===== src/rtl/memory_mapper.sv =====
// memory_mapper
// ---------------------------------------------------------------------------
// Page-based address translator for the 6502 system bus. Sixteen 12-bit
// page-mapping registers, one per 4 KiB CPU page, replace the CPU's top
// address nibble with a 12-bit physical page number when translation is
// enabled, giving a 24-bit physical address {MO, cpu_addr[11:0]}.
//
// Ports:
//   clk       in   1   bus clock, all state changes on the rising edge
//   rst_n     in   1   synchronous active-low reset
//   cs        in   1   mapping register file select
//   MM_cs     in   1   control select (enable bit)
//   rw        in   1   1 = read, 0 = write
//   RS        in   4   mapping register index
//   data_in   in  12   write data
//   data_out  out 12   read data (zero unless readback is compiled in)
//   MA        in   4   CPU address bits [15:12]
//   MO        out 12   physical address bits [23:12]
//
// Optional feature macro: MM_READBACK_EN
//   defined   -> registers and enable bit can be read back on data_out
//   undefined -> data_out is tied to zero and the read mux is not built
// ---------------------------------------------------------------------------
module memory_mapper (
    input  logic        clk,
    input  logic        rst_n,
    input  logic        cs,
    input  logic        MM_cs,
    input  logic        rw,
    input  logic [3:0]  RS,
    input  logic [11:0] data_in,
    output logic [11:0] data_out,
    input  logic [3:0]  MA,
    output logic [11:0] MO
);

    logic [11:0] map_q [16];
    logic [11:0] map_d [16];
    logic        enable_q;
    logic        enable_d;

    // Next-state for the register file and enable bit. A combined cs/MM_cs
    // write updates both in the same edge; only the addressed map entry
    // changes.
    always_comb begin
        for (int i = 0; i < 16; i++) begin
            map_d[i] = map_q[i];
        end
        enable_d = enable_q;
        if (cs && !rw) begin
            map_d[RS] = data_in;
        end
        if (MM_cs && !rw) begin
            enable_d = data_in[0];
        end
    end

    // Reset loads an identity map so that turning translation on right
    // after reset does not move any page. Reset wins over a same-cycle write.
    always_ff @(posedge clk) begin
        if (!rst_n) begin
            for (int i = 0; i < 16; i++) begin
                map_q[i] <= {8'h00, 4'(i)};
            end
            enable_q <= 1'b0;
        end else begin
            for (int i = 0; i < 16; i++) begin
                map_q[i] <= map_d[i];
            end
            enable_q <= enable_d;
        end
    end

    // Translation is a pure mux of registered state, no latency from MA.
    always_comb begin
        if (enable_q) begin
            MO = map_q[MA];
        end else begin
            MO = {8'h00, MA};
        end
    end

`ifdef MM_READBACK_EN
    // Register select takes priority over the control select on reads.
    always_comb begin
        data_out = 12'h000;
        if (cs && rw) begin
            data_out = map_q[RS];
        end else if (MM_cs && rw) begin
            data_out = {11'b0, enable_q};
        end
    end
`else
    assign data_out = 12'h000;
`endif

endmodule


===== config.mk =====
export PLATFORM = sky130hd
export DESIGN_NAME = memory_mapper
export DESIGN_NICKNAME = d
export VERILOG_FILES = /design/src/rtl/memory_mapper.sv
export SDC_FILE = /design/constraint.sdc
export NUM_CORES = 1
export LEC_CHECK = 0
export CAP_MARGIN = 20
export CORE_MARGIN = 3
export CORE_UTILIZATION = 30
export CTS_CLUSTER_SIZE = 8
export DETAILED_ROUTE_END_ITERATION = 6
export GPL_TIMING_DRIVEN = 0
export PLACE_DENSITY_LB_ADDON = 0.25
export SLEW_MARGIN = 20
export SYNTH_ARGS = -nofsm -noshare
export SYNTH_HDL_FRONTEND = slang
export SYNTH_SLANG_ARGS = --single-unit

===== constraint.sdc =====
create_clock -name clk -period 1.84 [get_ports clk]
set_input_delay 0.368 -clock clk [delete_from_list [all_inputs] [get_ports clk]]
set_output_delay 0.368 -clock clk [all_outputs]
set_load 0.01 [all_outputs]

### After elaboration in Yosys (flattened, before gate mapping)

Memory sizes are Yosys's and may differ from the RTL's.
Cells that the tools add are included.

| cells by class | value |
|---|---|
| bitwise gates (word level) | 17 |
| $lt $le $gt $ge | 2 |
| reductions and logical operators | 4 |
| multiplexer cells | 23 |

Operator list:

| cell | count |
|---|---|
| 2-to-1 mux 12 bit | 18 |
| bitwise mux 192 bit | 1 |
| 2-to-1 mux 192 bit | 1 |
| demux 12 bit (select 4 bit) | 1 |
| bitwise OR 1 bit | 16 |
| greater-or-equal comparator 5 bit, second input constant | 1 |
| less-than comparator 5 x 1 -> 1 bit, second input constant | 1 |
| NOT 4 -> 5 bit | 1 |
| logical AND 1 bit | 3 |
| 2-to-1 mux 1 bit | 2 |
| logical NOT 1 bit | 1 |

| word-level totals | value |
|---|---|
| word-level logic and storage cells | 48 |
| bits of input ports | 25 |
| memory bits (writable) | 192 |
| bits in registers | 1 |
| memories | 1 |

Memory list:

| memory | words | bits a word | read ports | clocked after memory_dff | wr ports | line | source |
|---|---|---|---|---|---|---|---|
| map_q | 16 | 12 | 17 | 0 | 16 | 37 | `logic [11:0] map_q [16];` |

### Depth between registers and ports, before layout

Gate-level depths: netlist of run 1.

| depth | value |
|---|---|
| word-level depth | 8 |
| gate-level depth with buffers | 7 |

### Worst setup path before layout of run 1

No wires, ideal clock.

| timing | value |
|---|---|
| kind | input to output |
| start point | input MA[2] |
| end point | output MO[1] |
| path slack | -130 ps |
| buffers on the path | 2 |
| data required time | 1,472 ps |
| stages on the path | 6 |
| arrival time | 1,602 ps |
| path through | buf_6 buf_8 mux4_1 mux2_2 o21ai_2 o31ai_1 |

| on the way | value |
|---|---|
| longest elaborated chain between the ends | 2 |

RTL lines:

| item | line | source |
|---|---|---|
| start, declared | 33 | `input logic [3:0] MA,` |
| memory (16 x 12 bit) | n/a |  |
| 2-to-1 mux 12 bit | 76 | `if (enable_q) begin` |
| end, declared | 34 | `output logic [11:0] MO` |

No other way between the ends.

==> flow_summary.json, run 1 <==
{
  "vias": 7911,
  "avgSynthCellArea_um2": 8.81,
  "grt_max_degree": 17,
  "peakVddDrop_v": 0.000463,
  "root_buffer": "clkbuf_16",
  "design.die.area_um2": 32600,
  "cts_buffer_depth": 2,
  "crit_cells": 5,
  "async_flop_share_pct": 0,
  "synth_area_um2": 9140,
  "final_core_util_pct": 36.7,
  "relSlewSlack_pct": 42.9,
  "fin_crit_sh_pct": 127,
  "crit_fanout": 2,
  "fillers": 3034,
  "ant_nets": 0,
  "clk_pin_slew_ns": 0.08,
  "worst-path-buf-inv": 1,
  "switching_power_w": 0.00230,
  "seq_area_frac_synth_pct": 42.3,
  "row_count": 63,
  "ys_ff_latch": 193,
  "crit_path_top_delay_cell": "mux4_2",
  "start_util_pct": 30.6,
  "max_stage_delay_ns": 0.46,
  "switching_share_pct": 24.7,
  "clock_sinks": 193,
  "place_congestion": 0.904,
  "nets": 1114,
  "synth-edff-count": 0,
  "numCtsBuffers": 17,
  "io_buffers": 19,
  "tritoncts": "built",
  "cp.required_ns": 1.47,
  "boundaryPins": 49,
  "worstReg2RegStart": "enable_q$_SDFFE_PN0P_",
  "p_int_w": 0.00698,
  "syn_to_final_growth_pct": 19.9,
  "cp-endpoint": "MO[1]",
  "critPathKind": "reg -> out",
  "dpl_cell_area_um2": 9900,
  "hold_viol_final": 0,
  "cts_hold_buf": 0,
  "antenna_found_initial": 0,
  "worst_pin_slew_ns": 0.856,
  "hpwl_um": 23400,
  "crit_start": "map_q[11][1]$_SDFFE_PN1P_",
  "num_antenna_cells": 0,
  "die_x_um": 181,
  "yosys.cell_count.top_type": "nand2_1",
  "layout_setup_ws_ns": -0.492,
  "holdWs_ns": 0.290,
  "stdcell_count": 1491,
  "ys_types": 35,
  "syn-instance-count": 1038,
  "synth_ff_type": "dfxtp_1",
  "yosys-top-cells-area": "dfxtp_1, a21boi_0, nand2_1",
  "synth_top_area_share_pct": 42.3,
  "clkLatencyLatePin_ns": 0.44,
  "p_comb_share_pct": 9.3,
  "die_h_um": 181,
  "startpoint_type": "flop",
  "layout-drive-gt1-share_pct": 19.9,
  "cpLargestDelayFamily": "multiplexers",
  "reg2reg_setup_slack_ns": 0.91,
  "yosysWarnings": 0,
  "violations": "negative setup slack",
  "reg2reg_to": "enable_q$_SDFFE_PN0P_",
  "fmax_mhz": 429,
  "drc": 0,
  "placedCellCount": 1458,
  "slew_viol_final": 0,
  "grt_pass1_vias": 7593,
  "track_usage_pct": 20.1,
  "worst-endpoint-arrival_ns": 1.96,
  "synth_common_cells": "nand2_1, dfxtp_1, nand3_1",
  "p_leak_nw": 3.82,
  "power_frac_seq_pct": 45.6,
  "status": "complete, but fails checks",
  "overflow": 0,
  "drt_iter0_drc": 831,
  "finalSetupViolations": 12,
  "wirelength_um": 33000,
  "synth_top_area_cell": "dfxtp_1",
  "path_cells": "mux4_2, mux2_4, o21ai_4, o31ai_4, buf_2",
  "clock-skew-final_ns": 0,
  "rsz0062_at_grt": "true",
  "worst_setup_path_end_kind": "primary output",
  "hp-class": "in -> reg",
  "via_per_inst": 5.31,
  "htreeDepth": 4,
  "reg2reg_depth": 4,
  "grt_pass1_wl_um": 49300,
  "maxCapViolCount": 0,
  "fin_area_um2": 11000,
  "pwr_density_cell_nw_per_um2": 847,
  "final.min_clock_period_ns": 2.33,
  "core_area_um2": 29900,
  "wire_per_inst_um": 22.1,
  "power.share.clock_pct": 45.1,
  "first_pass_iters": 7
}
worst min path at each step:
stage,startpoint,to,slack [ns],cells after the start
4_1_cts,data_in[11],map_q[1][11]$_SDFFE_PN0P_,0.29,3
3_3_place_gp,map_q[5][10]$_SDFFE_PN0P_,map_q[5][10]$_SDFFE_PN0P_,0.44,2
3_5_place_dp,map_q[4][6]$_SDFFE_PN0P_,map_q[4][6]$_SDFFE_PN0P_,0.45,2
6_report,data_in[11],map_q[0][11]$_SDFFE_PN0P_,0.29,3
2_1_floorplan,map_q[4][10]$_SDFFE_PN0P_,map_q[4][10]$_SDFFE_PN0P_,0.43,2
5_1_grt,data_in[11],map_q[1][11]$_SDFFE_PN0P_,0.33,3
power groups by stage:
stage | Combinational [W] | Clock (W) | Sequential (W)
after floorplan | 0.000467 | 0 | 0.00432
after global placement | 0.000756 | 0 | 0.00433
after detailed placement | 0.000754 | 0 | 0.00433
after CTS | 0.000834 | 0.00420 | 0.00423
after global routing | 0.000906 | 0.00438 | 0.00423
final | 0.000865 | 0.00419 | 0.00423
worst register-to-register path: stages (launching register included):
cell and delay [ns]:
dfxtp_1 0.41, inv_1 0.13, a21oi_1 0.13, a31oi_1 0.05, nor2b_1 0.14
repair_timing:
action	4_1_cts	5_1_grt
pin swaps	8	8
gates cloned	1	0
setup endpoints to repair	165	155
setup buffers	6	3
gates resized for setup	134	52
sequential cells by signal, summed over array words and instances, names as in the netlist:
name,cells
map_q,192
enable_q,1
through the flow:
| stage | setup WS [ns] | total power, W | setup TNS [ns] |
|---|---|---|---|
| after global routing | -0.542 | 0.00952 | -5.26 |
| final | -0.492 | 0.00928 | -4.55 |
| after CTS | -0.497 | 0.00926 | -4.63 |
| after floorplan | -0.0838 | 0.00479 | -0.213 |
| after global placement | -1.10 | 0.00508 | -117.64 |
| after detailed placement | -1.12 | 0.00508 | -118.61 |
layout by cell type, fill, tap and decap left out, types with 4 or more instances in the layout:
cell / netlist / layout
nand2_1: 289 / 287
dfxtp_1: 193 / 179
a21boi_0: 146 / 146
nand3_1: 147 / 143
clkbuf_1: 64 / 45
mux4_2: 34 / 42
buf_4: 19 / 30
mux2i_1: 23 / 19
buf_2: 37 / 17
clkbuf_16: 0 / 17
clkbuf_4: 0 / 16
a21boi_1: 14 / 14
dfxtp_2: 0 / 14
conb_1: 1 / 12
buf_6: 1 / 9
clkdlybuf4s50_1: 0 / 7
buf_8: 1 / 6
clkbuf_2: 1 / 6
buf_12: 0 / 6
mux2_4: 0 / 5
bufinv_16: 0 / 5
nand3_2: 0 / 4
mux2i_2: 0 / 4
a22oi_1: 4 / 4
o211ai_1: 4 / 4
clkinv_2: 0 / 4
routing by layer:
layer  GRT usage [%]  routed length, um
met5               0                  0
met4            8.47               1280
met3            3.29               2100
met2            31.4              14900
met1            27.6              14800
layout make-up:
class	instances	area [um2]	area share, %
clock buffer	18	439	4.01
clock inverter	13	205	1.87
inverter	3	11.3	0.103
timing repair buffer	29	280	2.56
multi-input combinational	729	4860	44.3
sequential	193	3880	35.4
tap	390	488	4.45
buffer	116	796	7.26
kinds of logic (layout without fill, tap and decap cells):
kind of cell,Yosys count,after routing,synth area share (%)
buffers and inverters,127,179,6.72
AOI/OAI and AO/OA,184,184,14.8
DFF,193,193,42.3
other,1,12,0.0410
muxes,72,72,14.4
and+or+nand+nor,461,461,21.8
No activity file was read; power rests on OpenSTA's default activity.
==> run 2: changes to the inputs <==
--- a/config.mk
+++ b/config.mk
@@ -8,6 +8,7 @@
 export CAP_MARGIN = 20
 export CORE_MARGIN = 3
 export CORE_UTILIZATION = 30
+export CTS_CLUSTER_DIAMETER = 80
 export CTS_CLUSTER_SIZE = 8
 export DETAILED_ROUTE_END_ITERATION = 6
 export GPL_TIMING_DRIVEN = 0
==> results of run 2 <==
The final DEF is identical to that of run 1; final timing and power are the same.
==> run 3: changes to the inputs <==
--- a/config.mk
+++ b/config.mk
@@ -6,7 +6,6 @@
 export NUM_CORES = 1
 export LEC_CHECK = 0
 export CAP_MARGIN = 20
-export CORE_MARGIN = 3
 export CORE_UTILIZATION = 30
 export CTS_CLUSTER_DIAMETER = 80
 export CTS_CLUSTER_SIZE = 8
==> run 3 against run 2 <==
Net effect: the run still ends with negative setup slack left; routed wire length down 2.7%; final cell count decreased by 0.40%; fmax is 0.97% lower; combinational power decreased by 3.8%; register-to-register slack got worse by 0.06 ns; core utilization is 0.26 points lower; via count down 0.91%; non-clock buffer count shrank 7; total power fell by 2.6%; sequential cell count did not move; design area shrank 0.98%; critical path depth did not move; critical endpoint is now MO[2]; largest power group unchanged.
==> flow_summary.json, run 3 (synthesis results as in run 1) <==
{
  "antenna_found_initial": 0,
  "drc": 0,
  "clk_pin_slew_ns": 0.08,
  "grt_max_degree": 18,
  "status": "complete, but fails checks",
  "fin_crit_sh_pct": 128,
  "peakVddDrop_v": 0.000501,
  "max_stage_delay_ns": 0.47,
  "fmax_mhz": 425,
  "finalSetupViolations": 12,
  "hpwl_um": 23100,
  "grt_pass1_wl_um": 48400,
  "track_usage_pct": 21.2,
  "largest_register_ff_count": 192,
  "wire_per_inst_um": 21.6,
  "core_area_um2": 29800,
  "via_per_inst": 5.28,
  "cpLargestDelayFamily": "multiplexers",
  "crit_fanout": 2,
  "wirelength_um": 32100,
  "worst_setup_path_end_kind": "primary output",
  "reg_top3": "map_q x192, enable_q x1",
  "tritoncts": "built",
  "maxCapViolCount": 0,
  "most-common-layout-cells": "nand2_1, dfxtp_1, a21boi_0",
  "hp-class": "in -> reg",
  "drt_iter0_drc": 716,
  "cts_buffer_depth": 2,
  "root_buffer": "clkbuf_16",
  "p_leak_nw": 3.73,
  "syn_to_final_growth_pct": 18.7,
  "regMostFlops": "map_q",
  "startpoint_type": "flop",
  "fillers": 3082,
  "ant_nets": 0,
  "nets": 1107,
  "clock-skew-final_ns": 0,
  "slew_viol_final": 0,
  "worst-path-buf-inv": 1,
  "rsz0062_at_grt": "true",
  "holdWs_ns": 0.284,
  "worst_pin_slew_ns": 0.819,
  "critPathKind": "reg -> out",
  "cp.required_ns": 1.47,
  "die_x_um": 177,
  "io_buffers": 19,
  "layout-drive-gt1-share_pct": 19.4,
  "row_count": 63,
  "clkLatencyLatePin_ns": 0.43,
  "final_common_cell": "nand2_1",
  "htreeDepth": 4,
  "vias": 7839,
  "pre_cts_ws_ns": -1.14,
  "hold_viol_final": 0,
  "start_util_pct": 30.7,
  "violations": "negative setup slack",
  "final.min_clock_period_ns": 2.36,
  "first_pass_iters": 5,
  "place_congestion": 0.905,
  "path_cells": "mux4_2, mux2_4, o21ai_4, o21ai_2, buf_2",
  "relSlewSlack_pct": 45.4,
  "pwr_density_cell_nw_per_um2": 833,
  "overflow": 0,
  "crit_path_top_delay_cell": "mux4_2",
  "clock_sinks": 193,
  "num_antenna_cells": 0,
  "die_h_um": 177,
  "design.die.area_um2": 31200,
  "boundaryPins": 49,
  "numCtsBuffers": 17,
  "worst-endpoint-arrival_ns": 1.99,
  "grt_pass1_vias": 7547,
  "layout_setup_ws_ns": -0.515,
  "cts_hold_buf": 0
}
## run 3: changes by cell type in the layout (fill, tap and decap cells not counted), sizes merged
cell / delta
buf: -4
clkinvlp: +4
bufinv: -2
clkbuf: -2
clkdlybuf4s15: -1
clkinv: -1
## run 3: layout make-up
| cell class | instances | area (um2) | area share (%) |
|---|---|---|---|
| inverter | 3 | 11.3 | 0.104 |
| clock inverter | 14 | 178 | 1.64 |
| timing repair buffer | 22 | 191 | 1.76 |
| multi-input combinational | 729 | 4890 | 45.0 |
| tap | 390 | 488 | 4.50 |
| buffer | 116 | 779 | 7.18 |
| sequential | 193 | 3880 | 35.8 |
| clock buffer | 18 | 439 | 4.05 |
## run 3: power breakdown
group / total, W / switching (W) / internal [W]
logic: 0.000832 / 0.000526 / 0.000306
registers: 0.00423 / 0.0000202 / 0.00421
clock network: 0.00398 / 0.00179 / 0.00220
total: 0.00904 / 0.00233 / 0.00671
## run 3: repair_timing
item	4_1_cts	5_1_grt
buffers inserted	1	1
pin swaps	8	9
gates cloned	1	0
setup endpoints to repair	171	173
resized for setup	134	56
## run 3: path summary, 6_finish.rpt
| kind | startpoint | depth (start not counted) | slack, ns | end |
|---|---|---|---|---|
| max | map_q[5][2]$_SDFFE_PN1P_ | 5 | -0.52 | MO[2] |
| min | data_in[11] | 3 | 0.28 | map_q[2][11]$_SDFFE_PN0P_ |
| max reg2reg | enable_q$_SDFFE_PN0P_ | 4 | 0.85 | enable_q$_SDFFE_PN0P_ |
| min reg2reg | map_q[2][9]$_SDFFE_PN0P_ | 2 | 0.45 | map_q[2][9]$_SDFFE_PN0P_ |
## run 3: routing by layer
| metal | vias to the layer above | global-route usage, % | wire, um |
|---|---|---|---|
| met4 | 0 | 9.20 | 1120 |
| li1 | 3624 | - | - |
| met3 | 63 | 3.77 | 1930 |
| met1 | 3874 | 28.7 | 14600 |
| met2 | 278 | 33.0 | 14500 |
| met5 | - | 0 | 0 |
## run 3: worst min-delay path: cells and delay by family
kind	cells	cell delay [ns]
AND/OR/NAND/NOR	1	0.09
AO/OA/AOI/OAI	1	0.07
buffers and inverters	1	0.15
## run 3: through the flow
stage / setup TNS [ns] / instances / utilization [%] / instance area [um2] / total power (W)
after global routing: -4.97 / 1485 / 36.4 / 10900 / 0.00929
after detailed placement: -115.30 / 1458 / 33.2 / 9900 / 0.00507
after CTS: -4.53 / 1486 / 36.0 / 10700 / 0.00904
after floorplan: -0.213 / 1049 / - / 9230 / 0.00479
final: -4.47 / 1485 / 36.4 / 10900 / 0.00904
after global placement: -118.67 / 1458 / 33.2 / 9900 / 0.00507
